### src/rtl/bcd_convert_arbiter_pkg.sv
// Shared constants, FSM state type and digit-adjust helper for the
// round-robin binary-to-BCD converter.
package bcd_convert_arbiter_pkg;

  localparam int unsigned N_REQ        = 4;
  localparam int unsigned WIDTH        = 8;
  localparam int unsigned SHIFT_CYCLES = 8;
  localparam int unsigned CNT_W        = $clog2(SHIFT_CYCLES) + 1;

  typedef enum logic [1:0] {
    IDLE,
    SHIFT,
    DONE
  } state_t;

  function automatic logic [3:0] add3(input logic [3:0] d);
    return (d >= 4'd5) ? d + 4'd3 : d;
  endfunction

endpackage

### src/rtl/bcd_convert_arbiter_if.sv
// Requester/result bus between the requesters and the shared BCD converter.
interface bcd_convert_arbiter_if #(
  parameter int unsigned N_REQ = bcd_convert_arbiter_pkg::N_REQ,
  parameter int unsigned WIDTH = bcd_convert_arbiter_pkg::WIDTH
);

  logic [N_REQ-1:0]       req;
  logic [N_REQ*WIDTH-1:0] bin_in;
  logic [N_REQ-1:0]       grant;
  logic                   busy;
  logic                   done;
  logic [1:0]             hundreds;
  logic [3:0]             tens;
  logic [3:0]             ones;

  modport master (
    output req, bin_in,
    input  grant, busy, done, hundreds, tens, ones
  );

  modport slave (
    input  req, bin_in,
    output grant, busy, done, hundreds, tens, ones
  );

endinterface

### src/rtl/bcd_convert_arbiter_dd_step.sv
// One double-dabble iteration: add 3 to digits >= 5, then shift
// {hundreds,tens,ones,operand} left by one.
module dd_step
  import bcd_convert_arbiter_pkg::*;
(
  input  logic [1:0]       cur_h,
  input  logic [3:0]       cur_t,
  input  logic [3:0]       cur_o,
  input  logic [WIDTH-1:0] cur_op,
  output logic [1:0]       nxt_h,
  output logic [3:0]       nxt_t,
  output logic [3:0]       nxt_o,
  output logic [WIDTH-1:0] nxt_op
);

  logic [3:0] t_adj;
  logic [3:0] o_adj;

  // The hundreds digit never exceeds 2 for an 8-bit operand, so it needs no adjust.
  always_comb begin
    t_adj = add3(cur_t);
    o_adj = add3(cur_o);
    {nxt_h, nxt_t, nxt_o, nxt_op} = {cur_h[0], t_adj, o_adj, cur_op, 1'b0};
  end

endmodule

### src/rtl/bcd_convert_arbiter.sv
// Round-robin arbiter in front of a single sequential binary-to-BCD converter:
// capture, 8 shift cycles, one done cycle.
module bcd_convert_arbiter #(
  parameter int unsigned N_REQ = bcd_convert_arbiter_pkg::N_REQ,
  parameter int unsigned WIDTH = bcd_convert_arbiter_pkg::WIDTH
) (
  input logic                  clk,
  input logic                  rst,
  bcd_convert_arbiter_if.slave bus
);

  import bcd_convert_arbiter_pkg::*;

  localparam int unsigned PW = (N_REQ > 1) ? $clog2(N_REQ) : 1;

  state_t           state;
  logic [PW-1:0]    ptr;
  logic [PW-1:0]    owner;
  logic [PW-1:0]    win;
  logic             found;
  int unsigned      cand;
  logic [CNT_W-1:0] count;
  logic [1:0]       acc_h, nxt_h;
  logic [3:0]       acc_t, acc_o, nxt_t, nxt_o;
  logic [WIDTH-1:0] opnd, nxt_op;

  // Search starts just after the last served requester.
  always_comb begin
    win   = '0;
    found = 1'b0;
    cand  = 0;
    for (int unsigned i = 1; i <= N_REQ; i++) begin
      cand = (32'(ptr) + i) % N_REQ;
      if (!found && bus.req[PW'(cand)]) begin
        found = 1'b1;
        win   = PW'(cand);
      end
    end
  end

  dd_step u_step (
    .cur_h  (acc_h),
    .cur_t  (acc_t),
    .cur_o  (acc_o),
    .cur_op (opnd),
    .nxt_h  (nxt_h),
    .nxt_t  (nxt_t),
    .nxt_o  (nxt_o),
    .nxt_op (nxt_op)
  );

  always_ff @(posedge clk) begin
    if (rst) begin
      state        <= IDLE;
      ptr          <= PW'(N_REQ - 1);
      owner        <= '0;
      count        <= '0;
      acc_h        <= '0;
      acc_t        <= '0;
      acc_o        <= '0;
      opnd         <= '0;
      bus.grant    <= '0;
      bus.busy     <= 1'b0;
      bus.done     <= 1'b0;
      bus.hundreds <= '0;
      bus.tens     <= '0;
      bus.ones     <= '0;
    end else begin
      unique case (state)
        IDLE: begin
          bus.done <= 1'b0;
          if (|bus.req) begin
            owner     <= win;
            bus.grant <= N_REQ'(1) << win;
            bus.busy  <= 1'b1;
            opnd      <= bus.bin_in[32'(win)*WIDTH +: WIDTH];
            acc_h     <= '0;
            acc_t     <= '0;
            acc_o     <= '0;
            count     <= '0;
            state     <= SHIFT;
          end else begin
            bus.grant <= '0;
            bus.busy  <= 1'b0;
          end
        end
        SHIFT: begin
          acc_h <= nxt_h;
          acc_t <= nxt_t;
          acc_o <= nxt_o;
          opnd  <= nxt_op;
          count <= count + 1'b1;
          // Final shift result goes straight to the held outputs so done can be registered.
          if (count == CNT_W'(SHIFT_CYCLES - 1)) begin
            bus.hundreds <= nxt_h;
            bus.tens     <= nxt_t;
            bus.ones     <= nxt_o;
            bus.done     <= 1'b1;
            state        <= DONE;
          end
        end
        DONE: begin
          bus.done  <= 1'b0;
          bus.grant <= '0;
          bus.busy  <= 1'b0;
          ptr       <= owner;
          state     <= IDLE;
        end
        default: state <= IDLE;
      endcase
    end
  end

endmodule

### src/flat_wrapper.sv
// flat-port wrapper written by rule: the top's interface ports become plain ports
module bcd_convert_arbiter_flat import bcd_convert_arbiter_pkg::*;
#(
  parameter int unsigned N_REQ = bcd_convert_arbiter_pkg::N_REQ,
  parameter int unsigned WIDTH = bcd_convert_arbiter_pkg::WIDTH
)
  (clk, rst, bus_req, bus_bin_in, bus_grant, bus_busy, bus_done, bus_hundreds, bus_tens, bus_ones);
  bcd_convert_arbiter_if #(.N_REQ(N_REQ), .WIDTH(WIDTH)) bus_i ();
  input logic clk;
  input logic rst;
  input wire logic [$bits(bus_i.req)-1:0] bus_req;
  input wire logic [$bits(bus_i.bin_in)-1:0] bus_bin_in;
  output wire logic [$bits(bus_i.grant)-1:0] bus_grant;
  output wire logic [$bits(bus_i.busy)-1:0] bus_busy;
  output wire logic [$bits(bus_i.done)-1:0] bus_done;
  output wire logic [$bits(bus_i.hundreds)-1:0] bus_hundreds;
  output wire logic [$bits(bus_i.tens)-1:0] bus_tens;
  output wire logic [$bits(bus_i.ones)-1:0] bus_ones;
  assign bus_i.req = bus_req;
  assign bus_i.bin_in = bus_bin_in;
  assign bus_grant = bus_i.grant;
  assign bus_busy = bus_i.busy;
  assign bus_done = bus_i.done;
  assign bus_hundreds = bus_i.hundreds;
  assign bus_tens = bus_i.tens;
  assign bus_ones = bus_i.ones;
  bcd_convert_arbiter #(.N_REQ(N_REQ), .WIDTH(WIDTH)) u_core (.clk(clk), .rst(rst), .bus(bus_i));
endmodule
### config.mk
export PLATFORM = sky130hd
export DESIGN_NAME = bcd_convert_arbiter_flat
export DESIGN_NICKNAME = d
export VERILOG_FILES = /design/src/rtl/bcd_convert_arbiter_pkg.sv /design/src/rtl/bcd_convert_arbiter_if.sv /design/src/rtl/bcd_convert_arbiter_dd_step.sv /design/src/rtl/bcd_convert_arbiter.sv /design/src/flat_wrapper.sv
export SDC_FILE = /design/constraint.sdc
export NUM_CORES = 1
export LEC_CHECK = 0
export ABC_CLOCK_PERIOD_IN_PS = 2000
export BUFFER_PORTS_ARGS = -buffer_cell sky130_fd_sc_hd__clkbuf_2
export CORE_MARGIN = 3
export CORE_UTILIZATION = 53
export DETAILED_ROUTE_END_ITERATION = 8
export PLACE_DENSITY_LB_ADDON = 0.3
export SYNTH_ARGS = -nofsm -noshare
export SYNTH_HDL_FRONTEND = slang
export SYNTH_SLANG_ARGS = --single-unit
### constraint.sdc
create_clock -name clk -period 2 [get_ports clk]
set_clock_uncertainty 0.15 [all_clocks]
set_input_delay 0.1 -clock clk [delete_from_list [all_inputs] [get_ports clk]]
set_output_delay 0.1 -clock clk [all_outputs]
set_load 0.005 [all_outputs]
* Word-level counts from Yosys, hierarchy flattened *
Cells that the tools add are included.
W data, S select, Z words.

operators by class
  add/subtract/negate cells = 7
  $lt $le $gt $ge = 6
  equality and inequality tests = 5
  shift operators = 2
  mux-type cells = 34
  reduce and logical (&&, ||, !) cells = 17

operators with widths
  kind                   count
  $pmux W4 S2            4
  $shiftx A32 B6 Y8      1
  $mux W4                4
  $pmux W8 S2            1
  $lt A2 B3 Y1 const B   4
  $mux W2                6
  $mux W1                10
  $reduce_and A2 Y1      5
  $add A4 B2 Y4 const B  2
  $bmux W1 S2            4
  $ge A4 B3 Y1 const B   2
  $mux W8                1
  $pmux W1 S2            3
  $reduce_bool A2 Y1     3
  $add A2 B1 Y2 const B  2
  $add A2 B2 Y2 const B  2
  $add A4 B1 Y4 const B  1
  $eq A4 B3 Y1 const B   1
  $ne A2 B1 Y1 const B   2
  $pmux W2 S2            1
  $reduce_or A4 Y1       1
  $shl A1 B2 Y4 const A  1
  $logic_and A1 B1 Y1    3
  $logic_not A1 Y1       3
  other kinds (4)        4

storage, ports and cells
  register bits = 43
  output and inout port bits = 16
  logic and storage cells = 85

* Longest topological paths before layout *
Gate-level depths: netlist (run 1).

  depth after elaboration = 16
  depth in mapped cells = 8
  depth with buffers taken out = 7

* By module *
A second synthesis (run 1) with hierarchy kept.

unflattened totals
  cell total of the unflattened synthesis = 269
  area, all modules = 2381.0 sq um

modules (own cells, without submodules)
  module               times used  cells each  area each (sq um)  seq. area each (sq um)
  bcd_convert_arbiter  1           226         2099.5             880.8
  dd_step              1           43          281.5              0.0

* Worst setup path before layout (run 1) *
OpenSTA, ideal clock, no wires.

  path kind = register to register
  start point = register u_core.ptr[1]
  end point = register u_core.opnd[5]
  setup time = 0.128 ns
  data arrival time = 1.394 ns
  data required time = 1.722 ns
  setup slack = 0.328 ns
  cell stages (with the launch flop) = 7
  clock period less this slack = 1.672 ns
  cells stage by stage = dfxtp_1 > nand2_1 > a21oi_1 > o221a_2 > buf_2 > mux2i_1 > o221ai_2

between the ends
  longest elaborated chain between the ends = 16
  elaborated cells on any way between the ends = 28
  classes of those cells = 4 x add/sub; 1 x shift; 17 x mux; 6 x reduce/logical

RTL lines
  element                        RTL line                    RTL
  from (decl)                    bcd_convert_arbiter.sv:17   logic [PW-1:0] ptr;
  from (signal assigned)         bcd_convert_arbiter.sv:55   ptr <= PW'(N_REQ - 1);
  from (signal assigned)         bcd_convert_arbiter.sv:106  ptr <= owner;
  $add A2 B1 Y2                  bcd_convert_arbiter.sv:33   cand = (32'(ptr) + i) % N_REQ;
  $bmux W1 S2                    bcd_convert_arbiter.sv:34   if (!found && bus.req[PW'(cand)]) begin
  $mux W1 (implied by the code)  bcd_convert_arbiter.sv:34
  $mux W1                        bcd_convert_arbiter.sv:34
  $logic_not A1 Y1               bcd_convert_arbiter.sv:34
  $logic_and A1 B1 Y1            bcd_convert_arbiter.sv:34
  $mux W1                        bcd_convert_arbiter.sv:34
  $logic_not A1 Y1               bcd_convert_arbiter.sv:34
  $logic_and A1 B1 Y1            bcd_convert_arbiter.sv:34
  $mux W1                        bcd_convert_arbiter.sv:34
  $logic_not A1 Y1               bcd_convert_arbiter.sv:34
  $logic_and A1 B1 Y1            bcd_convert_arbiter.sv:34
  $mux W2 *                      bcd_convert_arbiter.sv:34
  $shiftx A32 B6 Y8 *            bcd_convert_arbiter.sv:76   opnd <= bus.bin_in[32'(win)*WIDTH +: WIDTH];
  $mux W8 *                      bcd_convert_arbiter.sv:72   if (|bus.req) begin
  $pmux W8 S2 *                  bcd_convert_arbiter.sv:69   unique case (state)
  to (signal assigned)           bcd_convert_arbiter.sv:76
  to (signal assigned)           bcd_convert_arbiter.sv:91   opnd <= nxt_op;
  to (decl)                      bcd_convert_arbiter.sv:25   logic [WIDTH-1:0] opnd, nxt_op;

Mark *: on every way between the ends. The rest lies on a longest branch, timed or not. The select of a mux whose other input is x is not followed.
A chain may end at the register's enable or synchronous reset.

* Final worst setup path (run 1) *
  start point = register u_core.ptr[1]
  end point = register u_core.opnd[3]

The elaborated chain is that of the path after synthesis.

==> results.ini, run 1 <==
[outcome]
status=complete, no violations

[synthesis]
yosys.area.top_type=dfxtp_1
synth.distinct_cells=45
synthTopCellsByArea=dfxtp_1 39%, mux2i_1 8.1%, a21oi_1 5.7%, nand2_1 5.1%, o221ai_2 4.8%
synth_top_area_share=0.389
synth_edf_count=0
synth_flop_cell=dfxtp_1
synth_area_sq_um=2210
postSynthAreaPerCell_sq_um=8.88
ys_seq_elements=43
ys_seq_area_frac=0.389
syn_inst=249
synthArstFlopShare=0
yosysWarnings=0
syn-num-nets=292

[timing]
relSlewSlack=0.774
setup_slack_ns=0.0892
hold_viol=0
setup_tns_ns=0
slew_viol_final=0
period_needed_ns=1.91
fin_crit_sh=0.955
fmax_mhz=523
worst_pin_slew_ns=0.330
finalSetupViolCount=0
rsz0062_at_grt=no

[finish]
regArea_sq_um=861
n_fill_cell=270
layout_commonest_cell=clkbuf_2
area_growth_pct=31.0
drive_above_1_share=0.266
multiInputGateArea_sq_um=1230
layout.nets=369
most-common-layout-cells=53 x clkbuf_2, 43 x dfxtp_1, 30 x nand2_1, 27 x dlygate4sd3_1, 25 x a21oi_1

[placed_design]
dp_hpwl_mm=3.47
place.port_buffers=53
place_congestion=0.749
place_ws_ns=0.201

[global_routing]
grt_max_degree=36
grt_pass1_wl_mm=9.74
overflow=0
first_global_vias=2138
antenna_found_initial=1
grtUsageTotal=0.247

[detailed_routing]
wl_met2_mm=3.14
drt_iter0_markers=172
wirelength_mm=5.89
dr.pass1.iters=4
wl_met3_um=245
drt-vias-per-instance=5.61
ant_nets=0
drcViolationCount=0
vias=2111
met1_length_mm=2.20
routedWlPerCell_um=15.7
top_layer=met4

[floorplan]
die_w_um=70.6
die_h_um=70.6
core_sq_um=3830
pin_count=54
die-area_sq_um=4990
rows=22
start_util=0.578

[power_and_ir_drop]
clockPowerShare=0.363
ir_worst_vdd_uv=675
combPwrFrac=0.162
p_leak_nw=1.22
internal_power_mw=1.45
pwr-share-seq=0.475
p_switching_uw=471
p_per_area_nw_per_um2=662
swShare=0.245

[critical_path]
required_ns=2.01
arrival_ns=1.93
critPathLaunchType=register
cp-end-kind=register
worstPathMaxFanout=21
critical_path_class=register to register

[clock_tree]
cts_buffer_depth=2
cts-htree-levels=2
clock-sinks=43
cts_tree=built
numCtsBuffers=5
clkTransAtPathRegs_ns=0.08
insertion_delay_ns=0.29
root_buffer=clkbuf_8

[flow_run]
cap_violations=0

[worst_hold_path]
hold_class=input port to register

-- worst paths after layout --
check,startpoint,end,slack [ns],cells after the start
worst max register to register,u_core.ptr[1]$_SDFFE_PP1P_,u_core.opnd[3]$_SDFFE_PP0P_,0.09,6
worst max-delay path,u_core.ptr[1]$_SDFFE_PP1P_,u_core.opnd[3]$_SDFFE_PP0P_,0.09,6
worst min register to register,u_core.bus.tens[2]$_SDFFE_PP0P_,u_core.bus.tens[2]$_SDFFE_PP0P_,0.31,2
worst min-delay path,bus_bin_in[14],u_core.opnd[6]$_SDFFE_PP0P_,0.007,3
-- synth_stat cells, types with 2 or more instances --
library cell,count
a211o_1,2
a211oi_1,3
a21oi_1,25
a22oi_1,7
a311oi_1,2
buf_2,7
buf_6,3
clkbuf_1,7
dfxtp_1,43
ha_1,5
inv_1,5
mux2i_1,18
nand2_1,30
nand2b_1,3
nand3_1,11
nand4b_1,2
nor2_1,19
nor2b_1,7
nor3_1,4
nor3b_1,2
o21a_1,2
o21ai_0,4
o221ai_2,7
or2_1,7
or2_2,2
xnor2_1,2
xor2_1,2
-- power groups by stage --
stage / Combinational [mW] / Clock (mW) / Sequential (mW)
2_1_floorplan: 0.181 / 0 / 0.922
3_3_place_gp: 0.248 / 0 / 0.930
3_5_place_dp: 0.256 / 0 / 0.930
4_1_cts: 0.299 / 0.706 / 0.910
5_1_grt: 0.338 / 0.745 / 0.916
6_report: 0.311 / 0.696 / 0.912
-- routing by layer --
metal,GRT usage,vias to the layer above
li1,-,1033
met5,0,-
met2,0.454,68
met1,0.258,984
met4,0.129,0
met3,0.0597,26
-- cell families after synthesis --
kind of cell    after synthesis  share of synthesized area
flops                        43                      0.389
buf+inv                      23                     0.0549
xor+xnor                      4                     0.0158
mux                          19                     0.0865
fa+ha+maj                     5                     0.0283
simple gates                 95                      0.215
compound gates               60                      0.210
-- stage by stage --
| stage | std cells | hold slack (ns) | power [mW] | util | cell area (sq um) |
|---|---|---|---|---|---|
| floorplan | 249 | 0.147 | 1.10 | - | 2210 |
| global placement | 340 | 0.242 | 1.18 | 0.655 | 2510 |
| detailed placement | 340 | 0.272 | 1.19 | 0.655 | 2510 |
| CTS | 375 | 0.00631 | 1.91 | 0.757 | 2900 |
| global route | 376 | 0.0203 | 2.00 | 0.757 | 2900 |
| finish | 376 | 0.00716 | 1.92 | 0.757 | 2900 |
-- layout make-up --
type | instances | share of cell area
timing repair buffer | 88 | 0.210
inverter | 5 | 0.00648
antenna | 1 | 0.000864
clock buffer | 6 | 0.0285
sequential | 43 | 0.297
tap | 48 | 0.0207
clock inverter | 2 | 0.0121
multi-input combinational | 183 | 0.424
-- timing repair --
action,in CTS,in global routing
buffers inserted,0,0
hold buffers,27,0
hold endpoints to repair,8,0
resized for setup,0,0
-- sequential cells by signal, indices dropped and copies added, names as in the netlist --
signal	count
u_core.ptr	2
u_core.count	4
u_core.acc_t	4
u_core.acc_h	1
u_core.bus.hundreds	2
u_core.state	2
u_core.owner	2
u_core.bus.ones	4
u_core.bus.grant	4
u_core.bus.done	1
u_core.bus.busy	1
u_core.acc_o	4
u_core.bus.tens	4
u_core.opnd	8
-- critical path, stage by stage, from the launching register on --
cell,delay [ns]
dfxtp_1,0.43
nand2_1,0.08
a21oi_1,0.17
o221a_2,0.25
buf_12,0.18
mux2i_1,0.36
o221ai_2,0.16
Note: power is estimated with default switching activity, not from simulation.
==> inputs of run 2 (changes only) <==
--- a/config.mk
+++ b/config.mk
@@ -8,7 +8,8 @@
 export ABC_CLOCK_PERIOD_IN_PS = 2000
 export BUFFER_PORTS_ARGS = -buffer_cell sky130_fd_sc_hd__clkbuf_2
 export CORE_MARGIN = 3
-export CORE_UTILIZATION = 53
+export CORE_UTILIZATION = 55
+export CTS_BUF_LIST = sky130_fd_sc_hd__clkbuf_8
 export DETAILED_ROUTE_END_ITERATION = 8
 export PLACE_DENSITY_LB_ADDON = 0.3
 export SYNTH_ARGS = -nofsm -noshare
==> run 2 against run 1 <==
  * Sequential share of layout area rose by 0.077 points
  * Count of clock-buffer cells in the layout rose by 1
  * Critical endpoint unchanged
  * Sequential power rose by 0.4%
  * First-iteration DRC count rose by 28%
  * Die area fell by 3.3%
  * Cell count rose by 0.27%
  * Largest power group unchanged
  * Non-clock buffer count rose by 1
  * Highest routed layer unchanged
  * Clock power fell by 14%
==> results.ini, run 2 (synthesis results as in run 1) <==
[outcome]
status=complete, no violations

[placed_design]
dpl_cell_area_sq_um=2510  ; unchanged
place_congestion=0.763  ; +1.9%
place.port_buffers=53  ; unchanged
dp_hpwl_mm=3.31  ; -4.5%

[finish]
largest_register_ffs=8  ; unchanged
most-common-layout-cells=53 x clkbuf_2, 43 x dfxtp_1, 30 x nand2_1, 28 x dlygate4sd3_1, 25 x a21oi_1
drive_above_1_share=0.262  ; -0.00386
layout.nets=370  ; +0.27%
final_cell_area_sq_um=2890  ; -0.26%
regMostFlops=u_core.opnd
layout_commonest_cell=clkbuf_2
area_growth_pct=30.7
n_fill_cell=255  ; -5.6%

[power_and_ir_drop]
power.total_mw=1.82  ; -4.9%
ir_worst_vdd_uv=500  ; -26%
p_leak_nw=1.21  ; -0.11%
p_per_area_nw_per_um2=631  ; -4.6%

[worst_hold_path]
hold_class=input port to register

[clock_tree]
clkTransAtPathRegs_ns=0.08  ; about the same
insertion_delay_ns=0.29  ; about the same
cts_buffer_depth=2  ; unchanged
cts_tree=built
root_buffer=clkbuf_8
numCtsBuffers=5  ; unchanged
clock-sinks=43  ; unchanged
cts-htree-levels=2  ; unchanged

[detailed_routing]
drt_iter0_markers=220  ; +28%
drcViolationCount=0  ; unchanged
routedWlPerCell_um=15.6  ; about the same
wirelength_mm=5.90  ; +0.19%
ant_nets=0  ; unchanged
dr.pass1.iters=5  ; +1
vias=2113  ; +0.095%
drt-vias-per-instance=5.60  ; -0.17%

[global_routing]
overflow=0  ; unchanged
grtUsageTotal=0.247  ; about the same
grt_max_degree=31  ; -14%
grt_pass1_wl_mm=9.59  ; -1.5%
first_global_vias=2101  ; -1.7%
antenna_found_initial=1  ; unchanged

[floorplan]
pin_count=54  ; unchanged
start_util=0.587  ; +0.00844
die-area_sq_um=4820  ; -3.3%
core_sq_um=3770  ; -1.4%
die_w_um=69.4  ; -1.7%
die_h_um=69.4  ; -1.7%
rows=22  ; unchanged

[critical_path]
r2r_slack_ns=0.18  ; +0.09 ns
critPathBufInv=1  ; unchanged
required_ns=2.06  ; +0.05 ns
critPathLaunchType=register
worstPathMaxFanout=8  ; -62%
slowest_stage=dfxtp_1
cp_top_family=simple AND/OR/NAND/NOR gates
critPathMaxStageDelay_ns=0.43  ; about the same
crit_chain=and3b_2 -> o31ai_4 -> or3_1 -> buf_4 -> o221ai_2
arrival_ns=1.88  ; -0.05 ns
critical_path_class=register to register
cp-end-kind=register

[timing]
fmax_mhz=548  ; +4.8%
fin_crit_sh=0.912  ; -0.0438
worst_pin_slew_ns=0.348  ; +0.0177 ns
period_needed_ns=1.82  ; -0.0876 ns
relSlewSlack=0.768  ; -0.00547
rsz0062_at_grt=no
setup_tns_ns=0  ; unchanged
finalSetupViolCount=0  ; unchanged
slew_viol_final=0  ; unchanged
hold_viol=0  ; unchanged

[flow_run]
cap_violations=0  ; unchanged

-- run 2: changes by cell type in the layout (fill, tap and decap cells not counted) --
cell / change
bufinv_16: -1
clkbuf_8: +1
clkinv_2: -1
dlygate4sd3_1: +1
inv_1: +1
-- run 2: per-stage QoR --
stage	util	hold WS, ns	cells	setup WS (ns)
3_5_place_dp	0.665	0.255	340	0.223
2_1_floorplan	-	0.147	249	0.328
3_3_place_gp	0.665	0.240	340	0.290
6_report	0.766	0.00915	377	0.177
5_1_grt	0.766	0.0225	377	0.0883
4_1_cts	0.766	0.00968	376	0.231
-- run 2: path summary, 6_finish.rpt --
kind / to / start / depth (start not counted)
hold reg to reg: u_core.bus.ones[0]$_SDFFE_PP0P_ / u_core.bus.ones[0]$_SDFFE_PP0P_ / 2
setup / recovery: u_core.opnd[3]$_SDFFE_PP0P_ / u_core.ptr[1]$_SDFFE_PP1P_ / 5
hold / removal: u_core.opnd[4]$_SDFFE_PP0P_ / bus_bin_in[28] / 3
setup reg to reg: u_core.opnd[3]$_SDFFE_PP0P_ / u_core.ptr[1]$_SDFFE_PP1P_ / 5
-- run 2: area by class of cell --
class                   count  area, sq um  share of cell area
inverters                   5         18.8             0.00649
well taps                  48         60.1              0.0208
diodes                      1         2.50            0.000866
flip-flops and latches     43          861               0.298
repair buffers             89          618               0.214
multi-input cells         183         1230               0.426
clock inverters             1         3.75             0.00130
clock buffers               7         96.3              0.0333
-- run 2: layer usage --
layer  wire length, um  global-route usage  share of wire
met3               292              0.0580          0.050
met4               318               0.150          0.054
met1              2260               0.272           0.38
met2              3030               0.425           0.51
met5                 0                   0              0
-- run 2: worst min-delay path: cells and delay by family --
| family | cells | cell delay (ns) |
|---|---|---|
| AO/OA/AOI/OAI | 1 | 0.15 |
| buffers and inverters | 1 | 0.09 |
| multiplexers | 1 | 0.08 |
-- run 2: where the power goes --
part	switching, mW	leakage (nW)	internal [mW]
combinational	0.152	0.809	0.157
clock	0.289	0.0557	0.310
sequential	0.0284	0.350	0.888
-- run 2: what timing repair did --
item                       4_1_cts  5_1_grt
hold buffers                    28        0
hold endpoints to repair         8        0
setup endpoints to repair        0        0
setup buffers                    0        0
gates resized for setup          0        0
==> inputs of run 3 (changes only) <==
--- a/config.mk
+++ b/config.mk
@@ -8,8 +8,7 @@
 export ABC_CLOCK_PERIOD_IN_PS = 2000
 export BUFFER_PORTS_ARGS = -buffer_cell sky130_fd_sc_hd__clkbuf_2
 export CORE_MARGIN = 3
-export CORE_UTILIZATION = 55
-export CTS_BUF_LIST = sky130_fd_sc_hd__clkbuf_8
+export CORE_UTILIZATION = 40
 export DETAILED_ROUTE_END_ITERATION = 8
 export PLACE_DENSITY_LB_ADDON = 0.3
 export SYNTH_ARGS = -nofsm -noshare
==> run 3 against run 2 <==
  * The flow now finishes with violations (negative hold slack)
  * Non-clock buffer count is the same
  * Critical path depth unchanged
  * Register-to-register slack gained 0.03 ns
  * Combinational power fell by 3%
  * Total power up 5.3%
  * Cell count is 5.6% higher
  * Sequential share of layout area shrank 0.43 points
  * Die area grew 34%
  * Count of clock-buffer cells in the layout down 1
  * Global-route usage is 6.7 points lower
  * Critical path type unchanged
==> results.ini, run 3 (synthesis results as in run 1) <==
[outcome]
status=complete, but fails checks
violations=negative hold slack

[finish]
area_growth_pct=32.6
instances_no_fill=398  ; +5.6%
layout_commonest_cell=clkbuf_2
most-common-layout-cells=53 x clkbuf_2, 43 x dfxtp_1, 30 x nand2_1, 28 x dlygate4sd3_1, 25 x a21oi_1
final_cell_area_sq_um=2930  ; +1.5%
regMostFlops=u_core.opnd
largest_register_ffs=8  ; unchanged
n_fill_cell=467  ; +83%
fin_util=0.560  ; -0.206
drive_above_1_share=0.265  ; +0.00305
diodes=0  ; -1
layout.nets=370  ; unchanged

[placed_design]
place_ws_ns=0.229  ; +0.00605 ns
dpl_cell_area_sq_um=2530  ; +1.1%
place.port_buffers=53  ; unchanged
place_congestion=0.771  ; +1.1%
dp_hpwl_mm=3.45  ; +4.1%
dp.cells=362  ; +6.5%

[floorplan]
start_util=0.422  ; -0.164
rows=26  ; +18%
die_h_um=80.4  ; +16%
core_sq_um=5240  ; +39%
die-area_sq_um=6460  ; +34%
pin_count=54  ; unchanged
die_w_um=80.4  ; +16%

[clock_tree]
cts_buffer_depth=2  ; unchanged
clkTransAtPathRegs_ns=0.08  ; about the same
cts_tree=built
clock-sinks=43  ; unchanged
cts_resized=0  ; unchanged
cts_setup_buffers=0  ; unchanged
root_buffer=clkbuf_8
cts-htree-levels=2  ; unchanged
postCtsHoldBufs=28  ; unchanged
numCtsBuffers=5  ; unchanged
insertion_delay_ns=0.30  ; about the same

[power_and_ir_drop]
p_per_area_nw_per_um2=655  ; +3.8%
power.total_mw=1.92  ; +5.3%
ir_worst_vdd_uv=415  ; -17%
p_leak_nw=1.22  ; +0.45%

[detailed_routing]
routedWlPerCell_um=13.5  ; -14%
drcViolationCount=0  ; unchanged
drt-vias-per-instance=5.03  ; -10%
dr.pass1.iters=4  ; -1
wirelength_mm=5.37  ; -9.0%
ant_nets=0  ; unchanged
vias=2000  ; -5.3%
drt_iter0_markers=124  ; -44%

[timing]
rsz0062_at_grt=no
slew_viol_final=0  ; unchanged
hold_viol=1  ; +1
finalSetupViolCount=0  ; unchanged
worst_pin_slew_ns=0.405  ; +0.0566 ns
setup_slack_ns=0.207  ; +0.0302 ns
setup_tns_ns=0  ; unchanged
period_needed_ns=1.79  ; -0.0302 ns
fin_hold_ws_ns=-0.00395  ; -0.0131 ns
fmax_mhz=558  ; +1.7%
fin_crit_sh=0.897  ; -0.0151
relSlewSlack=0.730  ; -0.0377

[critical_path]
arrival_ns=1.87  ; about the same
cp-end-kind=register
required_ns=2.07  ; about the same
critPathLaunchType=register
worstPathMaxFanout=8  ; unchanged
critical_path_class=register to register

[global_routing]
first_global_vias=1989  ; -5.3%
grtUsageTotal=0.180  ; -0.0666
overflow=0  ; unchanged
grt_max_degree=28  ; -9.7%
antenna_found_initial=0  ; -1
grt_pass1_wl_mm=8.98  ; -6.3%

[worst_hold_path]
hold_class=input port to register

[flow_run]
cap_violations=0  ; unchanged

==> run 3: cell types whose count changed in the layout (fill, tap and decap cells not counted) <==
cell	change
inv_1	-1
clkbuf_8	-1
clkinv_2	+1
bufinv_16	+1
diode_2	-1
==> run 3: power breakdown <==
part	total (mW)	switching, mW	internal (mW)
Clock	0.711	0.306	0.404
Combinational	0.301	0.144	0.157
Sequential	0.910	0.0223	0.888
==> run 3: area by class of cell <==
class,count,area (sq um),area share
Multi-Input combinational cell,183,1230,0.419
Sequential cell,43,861,0.294
Timing Repair Buffer,89,618,0.211
Tap cell,70,87.6,0.0299
Clock buffer,6,82.6,0.0282
Clock inverter,2,35.0,0.0119
Inverter,5,18.8,0.00640
==> run 3: layer usage <==
metal | routed length (um) | GRT usage | vias up
li1 | - | - | 1040
met1 | 2360 | 0.205 | 916
met2 | 2720 | 0.322 | 34
met3 | 170 | 0.0392 | 10
met4 | 119 | 0.0726 | 0
met5 | 0 | 0 | -
==> run 3: worst max-delay path: stages, from the launching register on <==
cell and delay [ns]:
dfxtp_1 0.44, and3b_2 0.24, o31ai_4 0.10, or3_1 0.40, buf_4 0.20, o221ai_2 0.18
==> run 3: path summary, 6_finish.rpt <==
kind / start / endpoint / slack [ns] / cells past startpoint
hold / removal: bus_bin_in[11] / u_core.opnd[3]$_SDFFE_PP0P_ / -0.004 / 3
setup reg to reg: u_core.ptr[1]$_SDFFE_PP1P_ / u_core.opnd[3]$_SDFFE_PP0P_ / 0.21 / 5
hold reg to reg: u_core.acc_h[0]$_SDFFE_PP0P_ / u_core.bus.hundreds[1]$_SDFFE_PP0P_ / 0.31 / 2
setup / recovery: u_core.ptr[1]$_SDFFE_PP1P_ / u_core.opnd[3]$_SDFFE_PP0P_ / 0.21 / 5
